### src/rtl/serial_shifter.sv
// Iterative WIDTH-bit shift unit (SLL/SRL/SRA/ROTL) moving one bit position per clock.
// Started by a start pulse in IDLE; reports completion with a single-cycle done pulse.
module serial_shifter #(
    parameter int WIDTH = 32,
    parameter int SHW   = 5     // 2**SHW must equal WIDTH
) (
    input  logic             clk,
    input  logic             rst,
    input  logic             start,
    input  logic [1:0]       op,
    input  logic [WIDTH-1:0] num,
    input  logic [SHW-1:0]   shamt,
    output logic [WIDTH-1:0] result,
    output logic             busy,
    output logic             done
);

    typedef enum logic [1:0] {
        ST_IDLE  = 2'd0,
        ST_SHIFT = 2'd1,
        ST_DONE  = 2'd2
    } state_t;

    localparam logic [1:0]     OP_SLL  = 2'b00;
    localparam logic [1:0]     OP_SRL  = 2'b01;
    localparam logic [1:0]     OP_SRA  = 2'b10;
    localparam logic [1:0]     OP_ROTL = 2'b11;
    localparam logic [SHW-1:0] CNT_ONE = SHW'(1);
    localparam logic [SHW-1:0] CNT_ZERO = SHW'(0);

    state_t           state_r;
    logic [WIDTH-1:0] result_r;
    logic [SHW-1:0]   count_r;
    logic [1:0]       op_r;

    // One single-bit shift stage for the captured operation.
    function automatic logic [WIDTH-1:0] shift_step(input logic [1:0] op_v,
                                                    input logic [WIDTH-1:0] r);
        logic [WIDTH-1:0] s;
        case (op_v)
            OP_SLL:  s = {r[WIDTH-2:0], 1'b0};
            OP_SRL:  s = {1'b0, r[WIDTH-1:1]};
            OP_SRA:  s = {r[WIDTH-1], r[WIDTH-1:1]};
            OP_ROTL: s = {r[WIDTH-2:0], r[WIDTH-1]};
            default: s = r;
        endcase
        return s;
    endfunction

    // Control FSM and datapath registers: accept, step once per cycle, pulse done.
    always_ff @(posedge clk) begin
        if (rst) begin
            state_r  <= ST_IDLE;
            result_r <= {WIDTH{1'b0}};
            count_r  <= CNT_ZERO;
            op_r     <= OP_SLL;
        end else begin
            case (state_r)
                ST_IDLE: begin
                    if (start) begin
                        result_r <= num;
                        op_r     <= op;
                        count_r  <= shamt;
                        state_r  <= (shamt != CNT_ZERO) ? ST_SHIFT : ST_DONE;
                    end else begin
                        state_r  <= ST_IDLE;
                    end
                end
                ST_SHIFT: begin
                    result_r <= shift_step(op_r, result_r);
                    count_r  <= count_r - CNT_ONE;
                    // count is at least one here, so the decrement never wraps
                    state_r  <= (count_r == CNT_ONE) ? ST_DONE : ST_SHIFT;
                end
                ST_DONE: begin
                    state_r  <= ST_IDLE;
                end
                default: begin
                    state_r  <= ST_IDLE;
                end
            endcase
        end
    end

    assign result = result_r;
    assign busy   = (state_r == ST_SHIFT) || (state_r == ST_DONE);
    assign done   = (state_r == ST_DONE);

endmodule
### config.mk
export PLATFORM = sky130hd
export DESIGN_NAME = serial_shifter
export DESIGN_NICKNAME = d
export VERILOG_FILES = /design/src/rtl/serial_shifter.sv
export SDC_FILE = /design/constraint.sdc
export NUM_CORES = 1
export LEC_CHECK = 0
export BUFFER_PORTS_ARGS = -buffer_cell sky130_fd_sc_hd__buf_4
export CORE_MARGIN = 1
export CORE_UTILIZATION = 55
export CTS_BUF_LIST = sky130_fd_sc_hd__clkbuf_4
export DETAILED_ROUTE_END_ITERATION = 16
export HOLD_SLACK_MARGIN = 0.15
export PLACE_DENSITY = 0.91
export RECOVER_POWER = 25
export SLEW_MARGIN = 15
export SYNTH_ARGS = -nofsm -noshare
export SYNTH_HDL_FRONTEND = slang
export SYNTH_SLANG_ARGS = --single-unit
### constraint.sdc
create_clock -name clk -period 3.1 [get_ports clk]
set_clock_uncertainty 0.2 [all_clocks]
set_input_delay 0.31 -clock clk [delete_from_list [all_inputs] [get_ports clk]]
set_output_delay 0.31 -clock clk [all_outputs]
set_load 0.02 [all_outputs]
==> results of run 1 <==
-- placed cells by master, fill, tap and decap left out --
cell / synthesis / final
o22ai_1: 1 / 1
o21ba_2: 1 / 1
mux2_4: 20 / 20
o41ai_2: 7 / 7
mux2i_1: 8 / 8
nor3b_1: 1 / 1
nand3_1: 6 / 6
inv_1: 7 / 7
dlygate4sd3_1: 0 / 25
a211oi_1: 2 / 2
nor2_1: 34 / 34
xnor2_4: 0 / 1
dfxtp_1: 41 / 41
clkbuf_4: 0 / 5
o211ai_1: 2 / 2
buf_4: 3 / 58
ha_2: 0 / 1
nor4b_1: 2 / 2
mux2i_4: 1 / 1
or2b_1: 1 / 1
nand3b_1: 5 / 5
clkinv_2: 0 / 1
buf_12: 0 / 2
nor3_1: 24 / 24
a21oi_1: 9 / 9
o32ai_1: 1 / 1
nand2_1: 6 / 6
o2bb2ai_1: 1 / 1
inv_2: 1 / 1
mux2_2: 4 / 4
a221oi_1: 1 / 1
and2_1: 1 / 1
and3b_1: 1 / 1
nand2b_1: 35 / 35
o21ai_0: 4 / 4
ha_1: 5 / 4
nor2b_1: 4 / 4
or3_1: 1 / 1
a32o_1: 25 / 25
clkbuf_1: 11 / 18
-- power by group through the flow --
| stage | clock network, W | logic [W] | registers (W) |
|---|---|---|---|
| final | 0.000247 | 0.000646 | 0.000643 |
| after global routing | 0.000275 | 0.000693 | 0.000651 |
| after floorplan | 0 | 0.000395 | 0.000703 |
| after global placement | 0 | 0.000621 | 0.000652 |
| after CTS | 0.000253 | 0.000663 | 0.000642 |
| after detailed placement | 0 | 0.000637 | 0.000653 |
-- metal layers --
layer / global-route usage (%) / vias up / part of all wire, %
li1: - / 1215 / -
met1: 34.5 / 1188 / 44
met2: 44.7 / 87 / 49
met3: 4.78 / 16 / 4.8
met4: 11.1 / 0 / 2.1
met5: 0 / - / 0
-- cells in the mapped netlist (6+ instances only) --
library cell  count  area share [%]
a21oi_1           9             1.7
dfxtp_1          41              31
nand3_1           6             1.1
inv_1             7            0.99
mux2i_1           8             3.0
nor2_1           34             4.8
o41ai_2           7             4.3
a32o_1           25             9.4
mux2_4           20              11
nand2b_1         35             8.3
clkbuf_1         11             1.6
nand2_1           6            0.85
nor3_1           24             4.5
-- tightest hold or removal path, stage by stage --
cell	delay (ns)
buf_4	0.08
nor2_1	0.03
nor3_1	0.12
a32o_1	0.14
-- cell families after synthesis --
kind of cell / count (synthesis) / synth area share [%]
compound gates: 54 / 18.9
xor+xnor: 1 / 0.614
fa+ha+maj: 5 / 2.36
buf+inv: 33 / 6.19
flops: 41 / 31.0
mux: 33 / 16.9
simple gates: 121 / 24.0
-- state kept, by name, summed over array words and instances, names as in the netlist --
signal,count
op_r,2
state_r,2
count_r,5
result,32
-- metrics by stage --
stage,utilization [%],total power [W],instance area (µm²),std cells
after global placement,71.1,0.00127,3200,393
final,76.1,0.00154,3430,424
after detailed placement,71.1,0.00129,3200,393
after global routing,76.1,0.00162,3430,424
after floorplan,-,0.00110,2650,288
after CTS,77.6,0.00156,3500,424
-- worst max-delay path by stage --
stage | startpoint | end | slack [ns]
3_5_place_dp | op_r[1]$_SDFFE_PP0P_ | result[19]$_SDFFE_PP0P_ | 0.82
2_1_floorplan | state_r[0]$_SDFF_PP0_ | result[10]$_SDFFE_PP0P_ | 1.24
5_1_grt | shamt[4] | state_r[1]$_SDFF_PP0_ | 0.50
3_3_place_gp | op_r[1]$_SDFFE_PP0P_ | result[20]$_SDFFE_PP0P_ | 0.84
6_report | shamt[3] | state_r[1]$_SDFF_PP0_ | 0.61
4_1_cts | shamt[3] | state_r[1]$_SDFF_PP0_ | 0.68
-- what timing repair did --
action | 4_1_cts | 5_1_grt
endpoints found under the hold margin | 22 | 0
setup endpoints to repair | 0 | 0
hold buffers | 25 | 0
-- area by class of cell --
type / instances / share of cell area, %
clock buffers: 5 / 1.09
clock inverters: 1 / 0.146
inverters: 8 / 0.876
multi-input cells: 214 / 48.9
flip-flops and latches: 41 / 23.9
well taps: 52 / 1.90
repair buffers: 103 / 23.1
==> results.md, run 1 <==
* Seq pwr share at 41.8%
* Worst path slowest cell: dlygate4sd3_1
* Multi-input combinational cell area at 1680 µm²
* Netlist cell types at 38
* Area grow syn2layout at 29.5%
* Post-synth EDFFs at 0
* Crit end category: register
* Worst reg2reg startpoint: state_r[0]$_SDFF_PP0_
* Final min period at 2.49 ns
* Max FO, Critical Path at 2
* CP top delay family: buffers and inverters
* Die area at 5100 µm²
* Slew margin rel. at 47.0%
* Mean Syn Cell Area at 9.20 µm²
* P per Cell Area at 448 nW/µm²
* Ant diodes at 0
* Hold Path Cell Cnt at 4
* Vias in the first global route at 2388
* Sw power at 0.000553 W
* Final HPWL DP at 4280 µm
* CTS resizes at 0
* Share of flip-flops with an asynchronous set or reset at 0%
* RSZ-0062 raised after global routing: false
* Setup slack, reg-to-reg at 0.77 ns
* Clock tree buffer depth at 2
* Critical path type: primary input to register
* GRT overflow at 0
* Status: finished, violations left
* Int Power at 0.000984 W
* Failing checks: design-rule violations
* Total CTS buffers at 5
* Layout cells sized above 1 at 27.4%
* CTS tree: done
* Fmax at 401 MHz
* # IOs at 76
* Reg2reg end: result[14]$_SDFFE_PP0P_
* Cells after Synth at 288
* Leak pwr at 1.47 nW
* Critical path depth at 7
* Post-synth top flop: dfxtp_1
* Crit path cell chain: dlygate4sd3_1 > buf_4 > nor2_1 > dlygate4sd3_1 > nand3_1 > dlygate4sd3_1 > a21oi_1
* Worst-path clk slew at 0.11 ns
* R2r worst-path depth at 6
* Endpoints failing setup at 0
* Clk root buf: clkbuf_4
* Most used cell, CP: dlygate4sd3_1
* GP Congestion at 0.817
* Synth Register Bits at 41
* Final worst-path cycle share at 80.4%
* Maxcap violations at 0
* Sw frac at 36.0%
* Antenna-violating nets left at 0
* Site Rows at 24
* Number of buffers and inverters on the critical path at 4
* Post-synthesis sequential area ratio at 31.0%
* Pin count of the biggest net entering global routing at 63
* Starting Density at 58.8%
* Initial antenna violation count at 0
* Worst Path Arrival at 2.56 ns
* Routed via count at 2506
* Final hold slack at 0.153 ns
* NumNets Final at 420
* Worst Hold End: result[0]$_SDFFE_PP0P_
* Die H at 71.4 µm
* Tot GR Track Use at 26.9%
* Fill cell count at 338
* H-tree levels at 2
* Ys Warns at 0
* Global-route wire length before repair at 10900 µm
* IO buf count at 75
* Min-delay src: num[0]
* Die W at 71.4 µm
* Synth Net Count at 335
* Initial DRT Pass Iterations at 11
* Hold Fails Final Rpt at 0
* Peak per-stage delay on the critical path at 0.58 ns
* Fin. max-slew vios at 0
* Register Area at 821 µm²
* Critical path data required time at 3.17 ns
* Least-Margin Pin Slew at 0.795 ns
* Logic pwr share at 42.1%
* Drt drc at 5
* HP Class: primary input to register
* Startpoint types: primary input
* Drt initial violations at 182
* Setup Buffers After CTS at 0
* Worst Slack Setup Final at 0.607 ns
* Clk_lat worst skew at 0.35 ns
* TNS Setup at 0 ns
* Max IR drop VDD at 0.000287 V
* Clock sink count at 41
* Clk pwr share at 16.1%
* Core ar. at 4500 µm²
* DP Worst Slack at 0.819 ns
* Avg WL per Cell at 15.9 µm
* Mapped Area at 2650 µm²
* Final wirelength at 6750 µm
* DR vias/cell at 5.91
(Power assumes the default switching activity.)
==> inputs of run 2 (changes only) <==
--- a/config.mk
+++ b/config.mk
@@ -7,11 +7,11 @@
 export LEC_CHECK = 0
 export BUFFER_PORTS_ARGS = -buffer_cell sky130_fd_sc_hd__buf_4
 export CORE_MARGIN = 1
-export CORE_UTILIZATION = 55
+export CORE_UTILIZATION = 54
 export CTS_BUF_LIST = sky130_fd_sc_hd__clkbuf_4
 export DETAILED_ROUTE_END_ITERATION = 16
 export HOLD_SLACK_MARGIN = 0.15
-export PLACE_DENSITY = 0.91
+export PLACE_DENSITY = 0.9
 export RECOVER_POWER = 25
 export SLEW_MARGIN = 15
 export SYNTH_ARGS = -nofsm -noshare
==> constraint.sdc (replaced) <==
create_clock -name clk -period 2.4 [get_ports clk]
set_clock_uncertainty 0.2 [all_clocks]
set_input_delay 0.24 -clock clk [delete_from_list [all_inputs] [get_ports clk]]
set_output_delay 0.24 -clock clk [all_outputs]
set_load 0.02 [all_outputs]
==> results.md, run 2 (synthesis results as in run 1) <==
* Sw frac at 35.6%
* TNS Setup at 0 ns
* Vias in the first global route at 2393
* Die H at 72.0 µm
* Crit end category: register
* CTS resizes at 0
* Core ar. at 4720 µm²
* DR vias/cell at 5.64
* Max FO, Critical Path at 19
* DP Worst Slack at 0.339 ns
* Fin. max-slew vios at 0
* Placed cell count at 410
* Clk root buf: clkbuf_4
* Global-route wire length before repair at 11100 µm
* Endpoints failing setup at 0
* Critical path type: register to register
* Tot GR Track Use at 26.8%
* Final non-filler cell total at 457
* Initial DRT Pass Iterations at 4
* Setup Buffers After CTS at 0
* HP Class: primary input to register
* Worst Path Arrival at 2.13 ns
* Leak pwr at 1.55 nW
* Most frequent cells in the layout: 59 x buf_4, 41 x dfxtp_1, 40 x dlygate4sd3_1
* Util after Layout at 76.9%
* Layout cells sized above 1 at 26.7%
* Drt initial violations at 182
* Sw power at 0.000727 W
* Die area at 5190 µm²
* Antenna-violating nets left at 0
* Clock tree buffer depth at 2
* Total CTS buffers at 5
* Fill cell count at 333
* Setup slack, reg-to-reg at 0.32 ns
* Clk_lat worst skew at 0.35 ns
* Avg WL per Cell at 15.1 µm
* Max IR drop VDD at 0.000350 V
* Commonest non-fill, non-tap cell in the layout: buf_4
* RSZ-0062 raised after global routing: false
* Final min period at 2.08 ns
* Logic pwr share at 42.5%
* NumNets Final at 437
* Site Rows at 25
* Seq pwr share at 40.7%
* Critical path data required time at 2.45 ns
* Least-Margin Pin Slew at 0.618 ns
* Area grow syn2layout at 37.1%
* Ant diodes at 0
* Pin count of the biggest net entering global routing at 64
* Max reg flops at 32
* Maxcap violations at 0
* CTS tree: done
* Initial antenna violation count at 0
* Die W at 72.0 µm
* Fmax at 480 MHz
* Final worst-path cycle share at 86.9%
* Final HPWL DP at 4420 µm
* Worst-path clk slew at 0.12 ns
* Int Power at 0.00131 W
* Drt drc at 0
* Final total power at 0.00204 W
* P per Cell Area at 561 nW/µm²
* H-tree levels at 2
* GP Congestion at 0.815
* Slew margin rel. at 58.8%
* Worst Slack Setup Final at 0.316 ns
* Routed via count at 2579
* Starting Density at 56.1%
* Clk pwr share at 16.8%
* Startpoint types: register
* Status: complete, no violations
* Hold Fails Final Rpt at 0
* Final wirelength at 6900 µm
* GRT overflow at 0
* Clock sink count at 41
* # IOs at 76
* IO buf count at 75
[run 2: repair_timing]
item	4_1_cts	5_1_grt
setup endpoints to repair	0	1
hold endpoints to repair	39	0
hold buffers	41	0
[run 2: metal layers]
layer  wire length (µm)  global-route usage [%]  part of all wire, %  vias up
li1                   -                       -                    -     1257
met1               2950                    33.6                   43     1230
met2               3540                    46.4                   51       80
met3                307                    5.14                  4.4       12
met4                102                    8.93                  1.5        0
met5                  0                       0                    0        -
[run 2: area by class of cell]
| class | instances | area (µm²) | area share, % |
|---|---|---|---|
| clock inverter | 1 | 3.75 | 0.103 |
| sequential | 41 | 821 | 22.6 |
| clock buffer | 6 | 45.0 | 1.24 |
| tap | 67 | 83.8 | 2.31 |
| timing repair buffer | 120 | 971 | 26.7 |
| multi-input combinational | 214 | 1680 | 46.2 |
| inverter | 8 | 30.0 | 0.827 |
[run 2: path summary, 6_finish.rpt]
check                       endpoint  cells past startpoint                    start
max          result[21]$_SDFFE_PP0P_                      4     op_r[1]$_SDFFE_PP0P_
min           result[0]$_SDFFE_PP0P_                      4                   num[0]
max reg2reg  result[21]$_SDFFE_PP0P_                      4     op_r[1]$_SDFFE_PP0P_
min reg2reg  result[25]$_SDFFE_PP0P_                      2  result[25]$_SDFFE_PP0P_
[run 2: metrics by stage]
stage	instance area, µm²	hold slack, ns
2_1_floorplan	2650	0.176
3_3_place_gp	3250	0.282
3_5_place_dp	3250	0.293
4_1_cts	3710	0.151
5_1_grt	3630	0.176
6_report	3630	0.145
[run 2: worst max-delay path, cell delays in order (launching register included)]
cell,delay (ns)
dfxtp_1,0.41
xnor2_4,0.56
buf_12,0.27
mux2_4,0.32
a32o_1,0.21
[run 2: power groups by stage]
stage          Combinational, W  Sequential, W  Clock (W)
6_report               0.000866       0.000830   0.000343
5_1_grt                0.000929       0.000838   0.000370
4_1_cts                0.000890       0.000828   0.000347
3_5_place_dp           0.000835       0.000843          0
3_3_place_gp           0.000816       0.000840          0
2_1_floorplan          0.000511       0.000908          0
